## config.mk

```make
export PLATFORM = sky130hd
export DESIGN_NAME = pc_gen
export DESIGN_NICKNAME = d
export VERILOG_FILES = /design/src/rtl/pc_gen_pkg.sv /design/src/rtl/pc_target_calc.sv /design/src/rtl/pc_gen.sv
export SDC_FILE = /design/constraint.sdc
export NUM_CORES = 1
export LEC_CHECK = 0
export CAP_MARGIN = 10
export CORE_UTILIZATION = 45
export CTS_CLUSTER_DIAMETER = 200
export DETAILED_ROUTE_END_ITERATION = 8
export PLACE_DENSITY = 0.77
export SETUP_SLACK_MARGIN = 0.2
export SLEW_MARGIN = 20
export SYNTH_ARGS = -nofsm -noshare
export SYNTH_HDL_FRONTEND = slang
export SYNTH_HIERARCHICAL = 1
export SYNTH_SLANG_ARGS = --single-unit
```

## constraint.sdc

```tcl
create_clock -name clk -period 5.3 [get_ports clk]
set_input_delay 1.325 -clock clk [delete_from_list [all_inputs] [get_ports clk]]
set_output_delay 1.325 -clock clk [all_outputs]
set_load 0.01 [all_outputs]
```

## src/rtl/pc_gen_pkg.sv

```systemverilog
// Shared front-end configuration: datapath width, reset PC and redirect op encodings.
package pc_gen_pkg;

  localparam int          XLEN          = 64;
  localparam logic [63:0] PC_RESET_ADDR = 64'h8000_0000;
  localparam int          PCOP_LEN      = 3;

  typedef enum logic [PCOP_LEN-1:0] {
    PCOP_NONE   = 3'd0,
    PCOP_INC4   = 3'd1,
    PCOP_BRANCH = 3'd2,
    PCOP_JAL    = 3'd3,
    PCOP_JALR   = 3'd4
  } pcop_e;

  typedef enum logic {
    ST_BOOT = 1'b0,
    ST_RUN  = 1'b1
  } pc_state_e;

endpackage

```

## src/rtl/pc_target_calc.sv

```systemverilog
// Combinational control-flow target: adder, jalr bit-0 clear and alignment check.
module pc_target_calc
  import pc_gen_pkg::*;
#(
  parameter int XLEN  = pc_gen_pkg::XLEN,
  parameter bit C_EXT = 1'b0
) (
  input  logic [PCOP_LEN-1:0] op,
  input  logic [XLEN-1:0]     base,
  input  logic [XLEN-1:0]     rs1,
  input  logic [XLEN-1:0]     imm,
  input  logic                br_taken,
  output logic                redirect,
  output logic [XLEN-1:0]     target,
  output logic                misaligned
);

  logic [XLEN-1:0] sum_pc;
  logic [XLEN-1:0] sum_rs1;

  assign sum_pc  = base + imm;
  assign sum_rs1 = rs1 + imm;

  always_comb begin
    redirect = 1'b0;
    target   = sum_pc;
    case (op)
      PCOP_BRANCH: redirect = br_taken;
      PCOP_JAL:    redirect = 1'b1;
      PCOP_JALR: begin
        redirect = 1'b1;
        target   = {sum_rs1[XLEN-1:1], 1'b0};
      end
      default: redirect = 1'b0;
    endcase
  end

  // With compressed instructions only bit 0 must be clear; otherwise word alignment.
  assign misaligned = redirect & (C_EXT ? target[0] : (|target[1:0]));

endmodule

```

## src/rtl/pc_gen.sv

```systemverilog
// Fetch program-counter generator with valid/ready fetch handshake and prioritised redirects.
//
//   state   | meaning
//   ST_BOOT | first cycle after reset, no fetch request offered
//   ST_RUN  | fetch_pc offered to fetch every cycle
module pc_gen
  import pc_gen_pkg::*;
#(
  parameter int              XLEN       = pc_gen_pkg::XLEN,
  parameter logic [XLEN-1:0] RESET_ADDR = XLEN'(PC_RESET_ADDR),
  parameter bit              C_EXT      = 1'b0,
  parameter int              INC        = 4
) (
  input  logic                clk,
  input  logic                rst,
  input  logic                redirect_valid,
  input  logic [PCOP_LEN-1:0] redirect_op,
  input  logic [XLEN-1:0]     redirect_base,
  input  logic [XLEN-1:0]     rs1_data,
  input  logic [XLEN-1:0]     imm_data,
  input  logic                br_taken,
  input  logic                trap_valid,
  input  logic [XLEN-1:0]     trap_vec,
  input  logic                mret_valid,
  input  logic [XLEN-1:0]     mepc,
  output logic                fetch_valid,
  input  logic                fetch_ready,
  output logic [XLEN-1:0]     fetch_pc,
  output logic                misalign_err,
  output logic [XLEN-1:0]     misalign_addr
);

  pc_state_e       state_q, state_d;
  logic [XLEN-1:0] pc_q, pc_d;
  logic            err_q, err_d;
  logic [XLEN-1:0] addr_q, addr_d;

  logic            calc_redirect;
  logic [XLEN-1:0] calc_target;
  logic            calc_misaligned;
  logic            eff_redirect;
  logic            fire;

  pc_target_calc #(
    .XLEN  (XLEN),
    .C_EXT (C_EXT)
  ) u_target (
    .op         (redirect_op),
    .base       (redirect_base),
    .rs1        (rs1_data),
    .imm        (imm_data),
    .br_taken   (br_taken),
    .redirect   (calc_redirect),
    .target     (calc_target),
    .misaligned (calc_misaligned)
  );

  assign eff_redirect = redirect_valid & calc_redirect;
  assign fire         = fetch_valid & fetch_ready;

  always_ff @(posedge clk) begin
    if (rst) begin
      state_q <= ST_BOOT;
      pc_q    <= RESET_ADDR;
      err_q   <= 1'b0;
      addr_q  <= '0;
    end else begin
      state_q <= state_d;
      pc_q    <= pc_d;
      err_q   <= err_d;
      addr_q  <= addr_d;
    end
  end

  always_comb begin
    state_d = state_q;
    case (state_q)
      ST_BOOT: state_d = ST_RUN;
      ST_RUN:  state_d = ST_RUN;
      default: state_d = ST_BOOT;
    endcase
  end

  // A redirect outranks a same-cycle fire; the fired PC is simply dropped.
  always_comb begin
    pc_d   = pc_q;
    err_d  = 1'b0;
    addr_d = addr_q;
    if (trap_valid) begin
      pc_d = trap_vec;
    end else if (mret_valid) begin
      pc_d = mepc;
    end else if (eff_redirect && !calc_misaligned) begin
      pc_d = calc_target;
    end else if (eff_redirect) begin
      err_d  = 1'b1;
      addr_d = calc_target;
    end else if (fire) begin
      pc_d = pc_q + XLEN'(INC);
    end
  end

  assign fetch_valid   = (state_q == ST_RUN);
  assign fetch_pc      = pc_q;
  assign misalign_err  = err_q;
  assign misalign_addr = addr_q;

endmodule
```

* Word-level counts from Yosys, hierarchy flattened
Cells that the tools add are included.
W data, S select, Z words.
** Cells by class
- $add $sub $neg :: 3
- Equality and inequality tests :: 4
- Mux-type cells :: 9
- Bitwise operators :: 6
- Reductions and logical operators :: 8
** Operators with widths (count)
- $mux W64 :: 6
- $add A64 B64 Y64 :: 2
- $add A64 B3 Y64 const B :: 1
- $eq A3 B2 Y1 const B :: 2
- $ne A4 B3 Y1 const B :: 1
- $reduce_and A4 Y1 :: 1
- $reduce_bool A4 Y1 :: 1
- $reduce_or A2 Y1 :: 2
- $reduce_or A4 Y1 :: 1
- $and A1 B1 Y1 :: 3
- $eq A3 B3 Y1 const B :: 1
- $not A1 Y1 :: 3
- $mux W1 :: 2
- $pmux W1 S2 :: 1
- $reduce_and A2 Y1 :: 1
- $logic_and A1 B1 Y1 :: 1
- $logic_not A1 Y1 :: 1
** Storage, ports and cells
- Bits in registers :: 130
- Input port bits :: 330
- Output and inout bits :: 130

* Logic depth before layout (Yosys ltp)
- Depth in word-level cells :: 9
- Mapped depth :: 19
- Gate-level depth less buffers :: 19

* By module
The synthesis kept the hierarchy.
** Modules (own cells, without submodules)
- pc_target_calc :: times used 1, cells each 1211, area each 8015.2 sq um, seq. area each 0.0 sq um
- pc_gen :: times used 1, cells each 1057, area each 7512.2 sq um, seq. area each 2602.5 sq um

* Worst setup path after synthesis
No wires, ideal clock.
- Path kind :: input port to flip-flop
- Start point :: input port redirect_base[0]
- End point :: register pc_q[40] (netlist: fetch_pc[40])
- Library setup time :: 0.131 ns
- Arrival :: 4.610 ns
- Data required time :: 5.169 ns
- Path slack :: 0.559 ns
- Cell stages on the path :: 19
- Cell sequence :: ha_1 > inv_1 > fa_1 > nor2b_1 > o2111ai_1 > a21oi_1 > o31ai_1 > or4_1 > o211ai_1 > and4_1 > a21boi_1 > o21ai_1 > xnor2_1 > o21ai_0 > a221o_1 > o21ai_0 > o21ai_0 > a21oi_1 > nor3b_1
** On the way
- Elaborated cells on any way between the ends :: 12
** RTL lines
- from (decl) :: RTL line pc_gen.sv:18 : input logic [XLEN-1:0] redirect_base,
- $add A64 B64 Y64 :: RTL line pc_target_calc.sv:21 : assign sum_pc = base + imm;
- $mux W64 :: RTL line pc_target_calc.sv:27 : case (op)
- via calc_target[40] :: RTL line pc_gen.sv:39 : logic [XLEN-1:0] calc_target;
- $mux W64 :: RTL line pc_gen.sv:93 : end else if (eff_redirect && !calc_misaligned) begin
- $mux W64 :: RTL line pc_gen.sv:91 : end else if (mret_valid) begin
- $mux W64 :: RTL line pc_gen.sv:89 : if (trap_valid) begin
- to (signal assigned) :: RTL line pc_gen.sv:69 : pc_q <= pc_d;
- to (decl) :: RTL line pc_gen.sv:34 : logic [XLEN-1:0] pc_q, pc_d;
The timed path passes the listed nets, and every way through them passes these cells.
A chain may end at the register's enable or synchronous reset.

* Worst setup path after layout
- Start point :: input port imm_data[2]
- End point :: register pc_q[59] (netlist: fetch_pc[59])
** On the way
- Word-level cells in the longest chain between the ends :: 5
- Elaborated cells on any way between the ends :: 6
** RTL lines
- from (decl) :: RTL line pc_gen.sv:20 : input logic [XLEN-1:0] imm_data,
- $add A64 B64 Y64, on equally long branches :: RTL line pc_target_calc.sv:21, pc_target_calc.sv:22
- $mux W64 (*) :: RTL line pc_target_calc.sv:27
- via calc_target[59] :: RTL line pc_gen.sv:39
- $mux W64 (*) :: RTL line pc_gen.sv:93
- $mux W64 (*) :: RTL line pc_gen.sv:91
- $mux W64 (*) :: RTL line pc_gen.sv:89
The timed path passes the listed nets; every way through them passes the cells marked *.

==> run summary <==
The flow ran to the end, and the final reports show no timing, DRC or antenna violations. The number of top-level design ports is 460. Data on the critical path is required at its endpoint by 5.63 ns. The critical path is of the in -> reg type. The share of final-layout standard cells stronger than drive strength 1 came out at 0.123. The later-pin clock latency in the skew report is approximately 0.44 ns. The max-cap check violation count is 0.

The number of flops mapped to enable cells by yosys is 0. The number of vias after detailed routing came out at between 20000 and 25000. The commonest cells after synthesis are 353 x nand2_1, 304 x a21oi_1, 192 x o21ai_0, 170 x nor2_1, 130 x dfxtp_1. The peak supply drop is 233 µV. The fmax came out at around 200 MHz. The switching share of power came out at 0.378. At the worst endpoint, the arrival time is about 5.3 ns. The via count of the first global-routing pass came out at approximately 20000.

Of the total power, combinational logic draws 0.475. The effective utilization at floorplan is 0.461. The congestion estimate from routability-driven global placement came to 1.04.

The number of distinct library cells after synthesis came out at between 90 and 100. The tree is rooted in a clkbuf_16. After detailed routing, the number of remaining DRC violations is 0. The largest net degree at the start of global routing is 99. The CTS tree is built. Compared with the post-synthesis result, the final layout area differs by 46.6%.

The hold violation total from the final report is 0. CTS built an H-tree with a depth of 4. The least setup slack across all paths after layout came out at between 0.2 and 0.3 ns. The final number of max-transition violations was 0. The minimum clock period after layout came out at roughly 5.0 ns.

Across all register-to-register paths, the minimum setup slack is 2.18 ns. After synthesis, the largest family of logic cells by area is compound AO/OA/AOI/OAI gates. The detailed placement HPWL came out at ~60000 µm. Of the total synthesized cell area, the portion taken by XOR and XNOR cells is 0.0767. The stage delay of the slowest cell on the critical path is 0.58 ns. OpenSTA, run right after detailed placement, puts the worst setup slack at -0.414 ns.

The area fraction in compound gates after synthesis is 0.336. Of the total synthesized cell area, the portion taken by AND, OR, NAND and NOR gates is 0.259. Of all cell types, the one taking the most synthesized area is dfxtp_1. For this block, the initial DRC count from the detailed router was 2654.

The overflow left after global routing is 0. The number of hold-repair buffers added at the cts stage came out at 0. After synthesis the cells add up to between 15000 and 20000 µm². The floorplan row count came out at 67. The detailed-routing iteration count for the pre-antenna-repair pass came out at 8. Clock-pin slew was measured on the worst setup and hold paths at approximately 0.06 ns.

For this run, the number of Yosys warnings is 6. The total negative setup slack came out at 0 ns. The share of synthesized area in the top cell type comes to 0.168. The min-delay analysis places its worst path in the category reg -> reg.

The number of nets in the finished design is between 3000 and 4000. The share of the clock period used by the worst path came out at 0.944. The multiplexer fraction of the synthesized cell area is 0.00911. Of the total power, registers draw 0.237. The number of storage elements in the synthesis netlist is 130. The global-route usage over all layers is 0.410. The critical path goes through clkdlybuf4s50_1, ha_1, o21ai_0, o21bai_2, a211o_1, a21oi_2, or4_4, a31oi_4, a21oi_4, o31a_1, o21ai_2, xnor2_1, mux2i_1, nor2_1, a221oi_1, a21oi_1, a211oi_1.

The die span in y is about 190 µm. The worst slew margin relative to its limit came out at 0.231. The final setup violation count came out at 0.

The slowest cell on the critical path is or4_4. The initial antenna violation count came to 0. The switching power came out at about 1800 µW.

The nature of the critical path startpoint is an input port. Setup repair after global routing could not meet its margin everywhere. Of the total power, the clock network draws 0.288. The type of element capturing the critical path is a flop. The maximum net fanout on the critical path is 6. Dividing total power by cell area gives a power density of ~210 nW/µm².

The adder and majority gate portion of the synthesized area came out at 0.104. The sequential area share after synthesis came out at 0.168. In this run the mean area of a mapped cell was 6.85 µm². By area the synthesized netlist is led by dfxtp_1 17%, ha_1 10%, a21oi_1 9.8%, nand2_1 8.5%, o21ai_0 6.2%. The area enclosed by the die boundary is approximately 35000 µm². The synthesized netlist cell count came out at approximately 2300. The die extent in x came out at around 190 µm. The via density per instance came out at approximately 6.3. Internal power comes to about 3000 µW.

The tree built by TritonCTS fans out to between 100 and 150 sinks. The placeable core region is about 34000 µm². The maximum clock skew at final layout is between 0.007 and 0.008 ns. The number of clock buffers added by TritonCTS is 17. The maximum clock insertion buffer count is 2. The remaining antenna violation count after routing is 0. The slew of the pin with the lowest slew margin is between 1 and 1.5 ns. The leakage power came out at 0.00896 µW. The most frequently used cell type in the post-synthesis netlist is nand2_1.

The core occupancy in the finished layout came out at 0.675. The total of buffers placed on input and output ports is 459. For this run, the leading register cell type out of synthesis is dfxtp_1. The share of flip-flops with an asynchronous set or reset is 0. The average routed wire per standard cell is roughly 23 µm. The global-route wire length before repair is around 110000 µm.

The number of nets in the synthesized netlist is between 2000 and 3000. The detailed-route wire length came out at 75400 µm.
-- power by group through the flow --
stage	registers [µW]	clock network [µW]	logic, µW
final	1120	1370	2260
after global routing	1130	1410	2400
after CTS	1120	1370	2140
after detailed placement	1140	0	2120
after global placement	1140	0	2100
after floorplan	1130	0	1110
-- cell type report --
type | instances | area (µm²)
clock inverters | 13 | 234
fillers | 2956 | 10900
flip-flops and latches | 130 | 2600
inverters | 49 | 184
clock buffers | 19 | 433
repair buffers | 677 | 6220
diodes | 1 | 2.50
well taps | 448 | 561
multi-input cells | 1964 | 12500
-- final timing paths --
kind,from,endpoint,cells after the start
setup / recovery,imm_data[2],fetch_pc[59]$_SDFFE_PP0P_,17
hold / removal,misalign_addr[38]$_SDFFE_PP0P_,misalign_addr[38]$_SDFFE_PP0P_,2
setup reg to reg,fetch_pc[2]$_SDFFE_PP0P_,fetch_pc[36]$_SDFFE_PP0P_,7
hold reg to reg,misalign_addr[38]$_SDFFE_PP0P_,misalign_addr[38]$_SDFFE_PP0P_,2
-- logic make-up (layout without fill, tap and decap cells) --
family                   after synthesis  after routing
AND/OR/NAND/NOR                      849            849
AO/OA/AOI/OAI                        837            837
buffers and inverters                174            758
XOR/XNOR                             136            136
flip-flops                           130            130
adder cells (fa/ha/maj)              128            128
multiplexers                          14             14
other                                  0              1
-- metal layers --
layer / vias up / routed length [µm] / track usage
li1: 9499 / - / -
met1: 9678 / 30400 / 0.544
met2: 1516 / 32400 / 0.639
met3: 263 / 8520 / 0.0807
met4: 0 / 4140 / 0.187
met5: - / 0 / 0
-- metrics by stage --
| step | total power [µW] | instances | instance area (µm²) | hold slack [ns] |
|---|---|---|---|---|
| 2_1_floorplan | 2240 | 2268 | 15500 | 0.476 |
| 3_5_place_dp | 3260 | 3261 | 21700 | 0.447 |
| 4_1_cts | 4620 | 3293 | 22400 | 0.456 |
| 3_3_place_gp | 3240 | 3261 | 21700 | 0.442 |
| 6_report | 4750 | 3301 | 22800 | 0.455 |
| 5_1_grt | 4940 | 3300 | 22800 | 0.478 |
-- state kept, by name, summed over array words and instances, names as in the netlist --
signal	flops
misalign_err	1
misalign_addr	64
fetch_pc	64
fetch_valid	1
-- what timing repair did --
action	4_1_cts	5_1_grt
buffers inserted	0	7
setup endpoints to repair	4	32
pin swaps	2	27
resized for setup	6	66
-- layout by cell type, fill, tap and decap left out, types with 19 or more instances in the layout --
| cell | n |
|---|---|
| clkdlybuf4s50_1 | 454 |
| nand2_1 | 353 |
| a21oi_1 | 295 |
| buf_4 | 219 |
| o21ai_0 | 179 |
| nor2_1 | 168 |
| dfxtp_1 | 130 |
| ha_1 | 119 |
| xnor2_1 | 90 |
| nand3_1 | 72 |
| a21o_1 | 64 |
| nand4_1 | 54 |
| inv_1 | 48 |
| xor2_1 | 46 |
| nor3_1 | 42 |
| and3_1 | 26 |
| nand2b_1 | 25 |
| a31oi_1 | 24 |
| a211oi_1 | 23 |
| o21bai_1 | 23 |
| o31ai_1 | 22 |
| a221oi_1 | 19 |
-- critical path, delay by kind of cell --
kind	cells	cell delay, ns
xor+xnor	1	0.09
compound gates	11	2.10
mux	1	0.25
buf+inv	1	0.48
fa+ha+maj	1	0.40
simple gates	2	0.68
No activity file was read; power rests on OpenSTA's default activity.
